**src/rtl/add_req_scheduler.sv**
```systemverilog
// Round-robin scheduler: shares one pipelined adder among NUM_REQ requesters,
// tags each issue with its requester ID and collects results in a response FIFO.
// Credit (outstanding ops <= RSP_DEPTH) guarantees the FIFO never overflows.
// The credit check uses the registered outstanding count, so a pop frees a slot
// one cycle later.
module add_req_scheduler #(
  parameter int NUM_REQ     = 4,
  parameter int DATA_WIDTH  = 8,
  parameter int ADD_LATENCY = 2,
  parameter int RSP_DEPTH   = 4
) (
  input  logic                          clk,
  input  logic                          rst,
  input  logic [NUM_REQ-1:0]            req_valid,
  output logic [NUM_REQ-1:0]            req_ready,
  input  logic [NUM_REQ*DATA_WIDTH-1:0] req_a,
  input  logic [NUM_REQ*DATA_WIDTH-1:0] req_b,
  output logic                          add_en,
  output logic [DATA_WIDTH-1:0]         add_a,
  output logic [DATA_WIDTH-1:0]         add_b,
  input  logic [DATA_WIDTH:0]           add_sum,
  output logic                          rsp_valid,
  input  logic                          rsp_ready,
  output logic [DATA_WIDTH:0]           rsp_sum,
  output logic [$clog2(NUM_REQ)-1:0]    rsp_id,
  output logic                          busy
);

  localparam int ID_W  = $clog2(NUM_REQ);
  localparam int CNT_W = $clog2(RSP_DEPTH + 1);
  localparam int PTR_W = (RSP_DEPTH > 1) ? $clog2(RSP_DEPTH) : 1;
  localparam int ENT_W = DATA_WIDTH + 1 + ID_W;

  logic [ID_W-1:0]       last_grant;
  logic [ID_W-1:0]       winner;
  logic [ID_W-1:0]       cand;
  logic [ID_W-1:0]       issue_id;
  logic [ID_W-1:0]       cap_id;
  logic                  grant;
  logic                  accept;
  logic                  cap_v;
  logic                  push;
  logic                  pop;
  logic                  full;
  logic                  empty;
  logic [DATA_WIDTH-1:0] sel_a;
  logic [DATA_WIDTH-1:0] sel_b;
  logic [CNT_W-1:0]      outstanding;
  logic [CNT_W-1:0]      fifo_cnt;
  logic [PTR_W-1:0]      wr_ptr;
  logic [PTR_W-1:0]      rd_ptr;
  logic [ENT_W-1:0]      fifo_mem [RSP_DEPTH];

  function automatic logic [PTR_W-1:0] ptr_next(input logic [PTR_W-1:0] p);
    return (p == PTR_W'(RSP_DEPTH - 1)) ? '0 : p + PTR_W'(1);
  endfunction

  // Round-robin search from last_grant+1, gated by credit; also selects winner operands
  always_comb begin
    grant     = 1'b0;
    winner    = '0;
    cand      = '0;
    req_ready = '0;
    sel_a     = '0;
    sel_b     = '0;
    if (rst && (outstanding < CNT_W'(RSP_DEPTH))) begin
      for (int k = 1; k <= NUM_REQ; k++) begin
        cand = ID_W'((int'(last_grant) + k) % NUM_REQ);
        if (!grant && req_valid[cand]) begin
          grant  = 1'b1;
          winner = cand;
        end
      end
    end
    if (grant) req_ready[winner] = 1'b1;
    for (int i = 0; i < NUM_REQ; i++) begin
      if (winner == ID_W'(i)) begin
        sel_a = req_a[i*DATA_WIDTH +: DATA_WIDTH];
        sel_b = req_b[i*DATA_WIDTH +: DATA_WIDTH];
      end
    end
  end

  assign accept = grant;

  // Priority pointer advances only on an accepted request
  always_ff @(posedge clk or negedge rst) begin
    if (!rst) last_grant <= ID_W'(NUM_REQ - 1);
    else if (accept) last_grant <= winner;
  end

  // Issue register: operands held when nothing is issued
  always_ff @(posedge clk or negedge rst) begin
    if (!rst) begin
      add_en   <= 1'b0;
      add_a    <= '0;
      add_b    <= '0;
      issue_id <= '0;
    end else begin
      add_en <= accept;
      if (accept) begin
        add_a    <= sel_a;
        add_b    <= sel_b;
        issue_id <= winner;
      end
    end
  end

  generate
    if (ADD_LATENCY == 0) begin : g_comb_adder
      assign cap_v  = add_en;
      assign cap_id = issue_id;
    end else begin : g_tag_pipe
      logic [ADD_LATENCY-1:0] pipe_v;
      logic [ID_W-1:0]        pipe_id [ADD_LATENCY];

      // Tag/valid shift register tracking the adder pipeline
      always_ff @(posedge clk or negedge rst) begin
        if (!rst) begin
          pipe_v <= '0;
          for (int i = 0; i < ADD_LATENCY; i++) pipe_id[i] <= '0;
        end else begin
          pipe_v[0]  <= add_en;
          pipe_id[0] <= issue_id;
          for (int i = 1; i < ADD_LATENCY; i++) begin
            pipe_v[i]  <= pipe_v[i-1];
            pipe_id[i] <= pipe_id[i-1];
          end
        end
      end

      assign cap_v  = pipe_v[ADD_LATENCY-1];
      assign cap_id = pipe_id[ADD_LATENCY-1];
    end
  endgenerate

  assign push  = cap_v;
  assign empty = (fifo_cnt == '0);
  assign full  = (fifo_cnt == CNT_W'(RSP_DEPTH));
  assign pop   = rsp_valid & rsp_ready;

  // Outstanding ops: issued but not yet popped
  always_ff @(posedge clk or negedge rst) begin
    if (!rst) outstanding <= '0;
    else if (accept && !pop) outstanding <= outstanding + CNT_W'(1);
    else if (!accept && pop) outstanding <= outstanding - CNT_W'(1);
  end

  // FIFO pointers and occupancy
  always_ff @(posedge clk or negedge rst) begin
    if (!rst) begin
      wr_ptr   <= '0;
      rd_ptr   <= '0;
      fifo_cnt <= '0;
    end else begin
      if (push) wr_ptr <= ptr_next(wr_ptr);
      if (pop)  rd_ptr <= ptr_next(rd_ptr);
      if (push && !pop)      fifo_cnt <= fifo_cnt + CNT_W'(1);
      else if (!push && pop) fifo_cnt <= fifo_cnt - CNT_W'(1);
    end
  end

  // FIFO storage; contents are don't-care while empty, so no reset
  always_ff @(posedge clk) begin
    if (push) fifo_mem[wr_ptr] <= {add_sum, cap_id};
  end

  assign rsp_valid         = !empty;
  assign {rsp_sum, rsp_id} = empty ? '0 : fifo_mem[rd_ptr];
  assign busy              = (outstanding != '0);

  a_no_overflow: assert property (@(posedge clk) disable iff (!rst) !(push && full && !pop));

endmodule
```
**config.mk**
```make
export PLATFORM = sky130hd
export DESIGN_NAME = add_req_scheduler
export DESIGN_NICKNAME = d
export VERILOG_FILES = /design/src/rtl/add_req_scheduler.sv
export SDC_FILE = /design/constraint.sdc
export NUM_CORES = 1
export LEC_CHECK = 0
export ABC_AREA = 1
export CAP_MARGIN = 40
export CORE_MARGIN = 2
export CORE_UTILIZATION = 45
export CTS_BUF_LIST = sky130_fd_sc_hd__clkbuf_8
export DETAILED_ROUTE_END_ITERATION = 16
export MAX_ROUTING_LAYER = met4
export PLACE_DENSITY = 0.89
export SLEW_MARGIN = 5
export SYNTH_ARGS = -nofsm -noshare
export SYNTH_HDL_FRONTEND = slang
export SYNTH_SLANG_ARGS = --single-unit
```
**constraint.sdc**
```tcl
create_clock -name clk -period 2.7 [get_ports clk]
set_clock_uncertainty 0.15 [all_clocks]
set_input_delay 0.675 -clock clk [delete_from_list [all_inputs] [get_ports clk]]
set_output_delay 0.675 -clock clk [all_outputs]
set_load 0.005 [all_outputs]
```
Yosys cells after proc, flatten, opt, wreduce, memory -nomap -nowiden --
Memories as Yosys holds them, arrays and structs flattened. Cells that the tools add are included. Widths: inputs -> output; s select.
Storage, ports and cells: register bits after elaboration 37, bits in writable memories 44, input port bits 80, output and inout port bits 34, word-level logic and storage cells 98, memories kept 1
Memories:
- fifo_mem | depth 4, bits a word 11, rd ports 1, clocked after memory_dff 0, wr ports 1, line 52 | logic [ENT_W-1:0] fifo_mem [RSP_DEPTH];
Operators by class: $add $sub $neg 10, magnitude comparators 7, equality and inequality tests 5, multiplexer cells 41, bitwise logic cells 1, reduce and logical (&&, ||, !) cells 21
Operators with widths (count):
- $mux 8 | 8
- $lt 2x3->1 const B | 5
- $mux 1 | 15
- $mux 2 | 7
- $mux 3 | 4
- $mux 11 | 1
- $logic_and 1x1->1 | 9
- $add 2x1->2 const B | 4
- $bmux 1 s2 | 4
- $eq 2x2->1 const B | 4
- $logic_not 1->1 | 7
- $add 3x1->3 const B | 2
- $sub 3x1->3 const B | 2
- $add 2x2->2 const B | 2
- $mux 4 | 1
- $reduce_bool 2->1 | 2
- $logic_not 3->1 | 1
- $lt 3x3->1 const B | 1
- $reduce_bool 3->1 | 1
- $demux 1 s2 | 1
- $eq 2x1->1 const B | 1
- $ge 2x1->1 const B | 1
- $logic_not 2->1 | 1
- $and 1x1->1 | 1

Depth between registers and ports, before layout --
Gate-level depths: netlist (run 1).
depth after elaboration 22, gate-level depth with buffers 19, mapped depth without buffers 16

Worst setup path before layout (run 1) --
No wires, ideal clock.
path type register -> register, start register last_grant[0], end register outstanding[1], library setup time 0.125 ns, arrival time 2.549 ns, required time 2.425 ns, slack -0.124 ns, cell stages (with the launch flop) 17, buffers on the path 3, period minus slack after synthesis 2.824 ns, cell sequence dfstp_2 > buf_6 > inv_4 > buf_8 > nand2_4 > nand2_4 > nand2_4 > nand2_4 > nor2_4 > nand4_1 > nand2_1 > inv_1 > buf_2 > ha_1 > inv_1 > fa_1 > mux2_2
On the way: word-level cells in the longest chain between the ends 20, elaborated cells on any way between the ends 31, those cells by class 4 x add/sub; 17 x mux; 10 x reduce/logical
Ends and longest elaborated chain:
- start: declaration | line 34 | logic [ID_W-1:0] last_grant;
- start signal: assignment | line 88 | if (!rst) last_grant <= ID_W'(NUM_REQ - 1);
- start signal: assignment | line 89 | else if (accept) last_grant <= winner;
- $add 2x1->2 | line 68 | cand = ID_W'((int'(last_grant) + k) % NUM_REQ);
- $bmux 1 s2 | line 69 | if (!grant && req_valid[cand]) begin
- $mux 1 (implied by the code) | line 69
- $mux 1 | line 69
- $mux 1 | line 66 | if (rst && (outstanding < CNT_W'(RSP_DEPTH))) begin
- $logic_not 1->1 | line 69
- $logic_and 1x1->1 | line 69
- $mux 1 | line 69
- [5 not listed]
- $logic_not 1->1 | line 69
- $logic_and 1x1->1 | line 69
- $mux 1 (*) | line 69
- $mux 1 (*) | line 66
- net accept | line 40 | logic accept;
- $logic_not 1->1 | line 146 | else if (!accept && pop) outstanding <= outstanding - CNT_W'(1);
- $logic_and 1x1->1 | line 146
- $reduce_bool 2->1 (no source line)
- end signal: assignment | line 145 | else if (accept && !pop) outstanding <= outstanding + CNT_W'(1);
- end signal: assignment | line 146
- end: declaration | line 48 | logic [CNT_W-1:0] outstanding;
The timed path passes the listed nets; every way through them passes the cells marked *. The select of a mux whose other input is x is not followed. A chain may end at the register's enable or synchronous reset.

Final worst setup path (run 1) --
start register last_grant[0], end output port req_ready[2]
On the way: word-level cells in the longest chain between the ends 22, elaborated cells on any way between the ends 37, those cells by class 4 x add/sub; 2 x order compare; 24 x mux; 7 x reduce/logical
Ends and longest elaborated chain:
- $add 2x1->2 | line 68
- $bmux 1 s2 | line 69
- $mux 1 (implied by the code) | line 69
- $mux 1 | line 69
- $mux 1 | line 66
- $logic_not 1->1 | line 69
- $logic_and 1x1->1 | line 69
- $mux 1 | line 69
- [6 not listed]
- $logic_and 1x1->1 | line 69
- $mux 2 | line 69
- $mux 2 | line 66
- $lt 2x3->1 (implied by the code) / $ge 2x1->1 (equally long branches) | line 75 | if (grant) req_ready[winner] = 1'b1;
- $logic_and 1x1->1 (implied by the code) | line 75
- $mux 1 (implied by the code) | line 75
- $demux 1 s2 | line 75
- $mux 4 (*) | line 75
- end: declaration | line 15 | output logic [NUM_REQ-1:0] req_ready,
Mark *: on every way between the ends. The rest lies on a longest branch, timed or not. The select of a mux whose other input is x is not followed.

==> results of run 1 <==
## worst max-delay path: stages, from the launching register on
cell	delay (ps)
dfstp_2	610
buf_12	160
nand2_4	70
nand3_4	70
nand2_2	70
nor2_4	160
nand3_4	120
nand3_4	130
nand2_8	90
buf_12	130
nor2_4	70
buf_2	120
## state kept, by name, indices dropped and copies added, names as in the netlist
name	count
rd_ptr	2
cap_id	2
add_b	8
wr_ptr	2
fifo_cnt	3
outstanding	3
add_en	1
g_tag_pipe.pipe_v	2
add_a	8
last_grant	2
issue_id	2
fifo_mem	44
g_tag_pipe.pipe_id	2
## layout make-up
| class | count | area share [%] |
|---|---|---|
| sequential | 81 | 36.2 |
| timing repair buffer | 170 | 26.0 |
| clock inverter | 7 | 1.71 |
| clock buffer | 9 | 1.99 |
| tap | 111 | 2.23 |
| timing repair inverter | 1 | 0.121 |
| multi-input combinational | 326 | 29.8 |
| inverter | 28 | 1.95 |
## placed cells by master (no fill, tap or decap), types with 3 or more instances in the layout
master,count
buf_6,7
dfrtp_1,33
dlygate4sd2_1,8
inv_4,3
nand3_4,4
xnor2_1,3
nand3_1,30
inv_6,4
nor2_4,4
inv_2,6
nand2_4,17
edfxtp_1,44
nand3_2,6
nand4_1,9
ha_1,6
buf_12,3
a21oi_1,14
clkbuf_8,9
o21ai_0,32
dlymetal6s2s_1,7
inv_1,17
nor2_2,6
clkdlybuf4s50_1,93
nor2_1,83
buf_2,3
buf_4,47
nand2_1,76
nand2_2,23
## power breakdown
part / switching [uW] / total, uW / leakage [uW] / internal (uW)
logic: 72.3 / 194 / 0.00185 / 122
clock network: 480 / 1020 / 0.000117 / 539
registers: 1.17 / 1310 / 0.000874 / 1300
## routing by layer
layer / wire [um] / share of wire (%)
met5: 0 / 0
met4: 284 / 2.5
met3: 806 / 7.1
met2: 5880 / 52
met1: 4340 / 38
## cell usage after synthesis (3+ instances only)
cell type / instances
nand2_1: 92
nor2_1: 88
edfxtp_1: 44
dfrtp_1: 35
nand3_1: 35
o21ai_0: 33
inv_1: 22
nand2_2: 18
a21oi_1: 16
clkbuf_1: 9
nand4_1: 9
ha_1: 7
nand2_4: 7
inv_2: 5
nand3_2: 5
buf_6: 4
buf_2: 3
nor2_2: 3
xnor2_1: 3
## timing repair
item,in CTS,in global routing
gates cloned,3,0
setup endpoints to repair,18,25
pin swaps,20,23
buffers inserted,10,14
gates resized for setup,53,45
## metrics by stage
step                      util, %  setup slack [ps]  cell area [um^2]
after floorplan                 -              1.26              4170
after global placement       61.0              -813              5560
after detailed placement     61.0              -846              5560
after CTS                    65.4              -256              5950
after global routing         68.3              -364              6220
final                        68.3              -291              6220
## path summary, 6_finish.rpt
path / startpoint / depth (start not counted) / slack (ps) / endpoint
max: last_grant[0] / 11 / -290 / req_ready[2]
min: g_tag_pipe.pipe_id[2] / 0 / 200 / cap_id[0]
max reg2reg: last_grant[0] / 13 / -20 / outstanding[1]
min reg2reg: g_tag_pipe.pipe_id[2] / 0 / 200 / cap_id[0]
max in group asynchronous: rst / 2 / 1770 / rd_ptr[0]
min in group asynchronous: rst / 2 / 260 / add_a[2]
## cells by family (layout without fill, tap and decap cells)
family                     Yosys count  in the layout  share of synthesized area [%]
xor gates and xnor gates             4              4                          0.845
muxes                                2              2                          0.543
DFF                                 81             81                           54.2
AOI/OAI and AO/OA                   49             49                           5.91
and+or+nand+nor                    262            262                           29.5
buffers and inverters               48            215                           5.94
adders and majority gates            9              9                           3.08
==> flow_metrics.py, run 1 <==
metrics = {
    "run_status": {
        "run_status": "complete, but fails checks",
        "violated_checks": "negative setup slack",
    },
    "pwr": {
        "p_leak_uw": 0.00284,
        "max-vdd-ir-drop_v": 0.000377,
        "power_per_cell_area_nw_per_um2": 405,
        "design_power_total_uw": 2520,
    },
    "drt": {
        "wire_length_per_cell_after_detailed_routing_um": 15.4,
        "antenna_left": 0,
        "num_vias": 3791,
        "drtIter0Drc": 171,
        "drt_pre_antenna_iters": 4,
        "post-route-drc-count": 0,
        "detail_route.vias_per_cell": 5.17,
        "wl_mm": 11.3,
    },
    "global_routing": {
        "antenna_found_initial": 0,
        "globalRouteMet2Util_pct": 40.0,
        "grtUsageTotal_pct": 23.2,
        "grt_first_pass_wirelength_mm": 17.5,
        "globalRouteOverflowTotal": 0,
        "grt-busiest-layer": "met2",
        "met3_usage_pct": 5.99,
        "global_route_met1_usage_pct": 26.3,
        "first_global_vias": 3811,
        "maximum_number_of_pins_on_one_net_before_global_route_repair": 38,
    },
    "finish": {
        "fillers": 651,
        "multiInputGateArea_um2": 1860,
        "antenna-diode-count": 0,
        "layout.area.seq_um2": 2250,
        "final_layout_size_suffix_gt1_share_pct": 26.0,
        "fin_nets": 706,
        "synthToLayoutAreaGrowth_pct": 50.0,
        "finalNonFillerCells": 733,
    },
    "die": {
        "design.core.area_um2": 9110,
        "floorplan.die_area_um2": 10000,
        "core.rowCount": 35,
        "die_w_um": 100,
        "boundaryPins": 114,
        "initial_utilization_pct": 45.5,
        "fp.dieH_um": 100,
    },
    "timing": {
        "final_max_slew_viol_count": 0,
        "fmax_mhz": 334,
        "rsz0062_at_grt": "true",
        "setup_total_negative_slack_ps": -1020,
        "shortest_clock_period_the_worst_path_allows_after_layout_ps": 2990,
        "fin_hold_ws_ps": 204,
        "worst_pin_slew_ps": 526,
        "slew_headroom_pct": 64.9,
        "setup_violations": 6,
        "finalHoldViolCount": 0,
        "final_min_period_over_clock_period_pct": 111,
        "postLayoutSetupSlackWorst_ps": -291,
    },
    "synthesis": {
        "synthesis.nets": 544,
        "synth_area_leader_cell": "edfxtp_1",
        "synth_async_reset_ratio_pct": 45.7,
        "synth_cell_types": 30,
        "synth.cell_area_um2": 4150,
        "synth.area.top_cells": "edfxtp_1 (32%), dfrtp_1 (21%), nand2_1 (8.3%)",
        "share_of_the_synthesized_area_in_the_top_cell_type_pct": 31.8,
        "synth_enable_flop_cells": 44,
        "synth_ff_type": "edfxtp_1",
        "synthCells": 455,
        "register_bit_count_reported_by_yosys": 81,
        "ys_seq_area_share_pct": 54.2,
        "syn_area_per_cell_um2": 9.12,
        "yosys_warnings": 0,
    },
    "setup_path": {
        "path_max_fanout": 8,
        "critical_path_required_ps": 1880,
        "cp_data_arrival_time_ps": 2170,
        "cp-end-kind": "primary output",
        "criticalPathCategory": "flip-flop to primary output",
        "setup.worst_path.start_class": "flip-flop",
    },
    "flow_run": {
        "max_cap_viol_count": 0,
    },
    "clock_tree": {
        "cts_made_buffers": 9,
        "clock_latency_ps": 350,
        "cts_root_buffer": "clkbuf_8",
        "clock_tree.htree_level_count": 3,
        "clkSlewWorstSetupHoldPaths_ps": 90,
        "clock-sinks": 81,
        "tritoncts_clock_tree": "done",
        "postCtsHoldBufs": 0,
        "maximum_count_of_clock_buffers_along_a_single_path": 2,
    },
    "hold_path": {
        "hp-class": "flip-flop to flip-flop",
    },
    "placement": {
        "place.port_buffers": 113,
        "finalWeightedCongestion": 0.867,
        "dp.final_hpwl_mm": 7.48,
        "dp_cells": 691,
    },
}
Note: power is estimated with default switching activity, not from simulation.
==> run 2: changes to the inputs <==
--- a/config.mk
+++ b/config.mk
@@ -13,7 +13,6 @@
 export DETAILED_ROUTE_END_ITERATION = 16
 export MAX_ROUTING_LAYER = met4
 export PLACE_DENSITY = 0.89
-export SLEW_MARGIN = 5
 export SYNTH_ARGS = -nofsm -noshare
 export SYNTH_HDL_FRONTEND = slang
 export SYNTH_SLANG_ARGS = --single-unit
==> results of run 2 <==
Same layout as run 1: the final DEF is identical, and so are final timing and power.
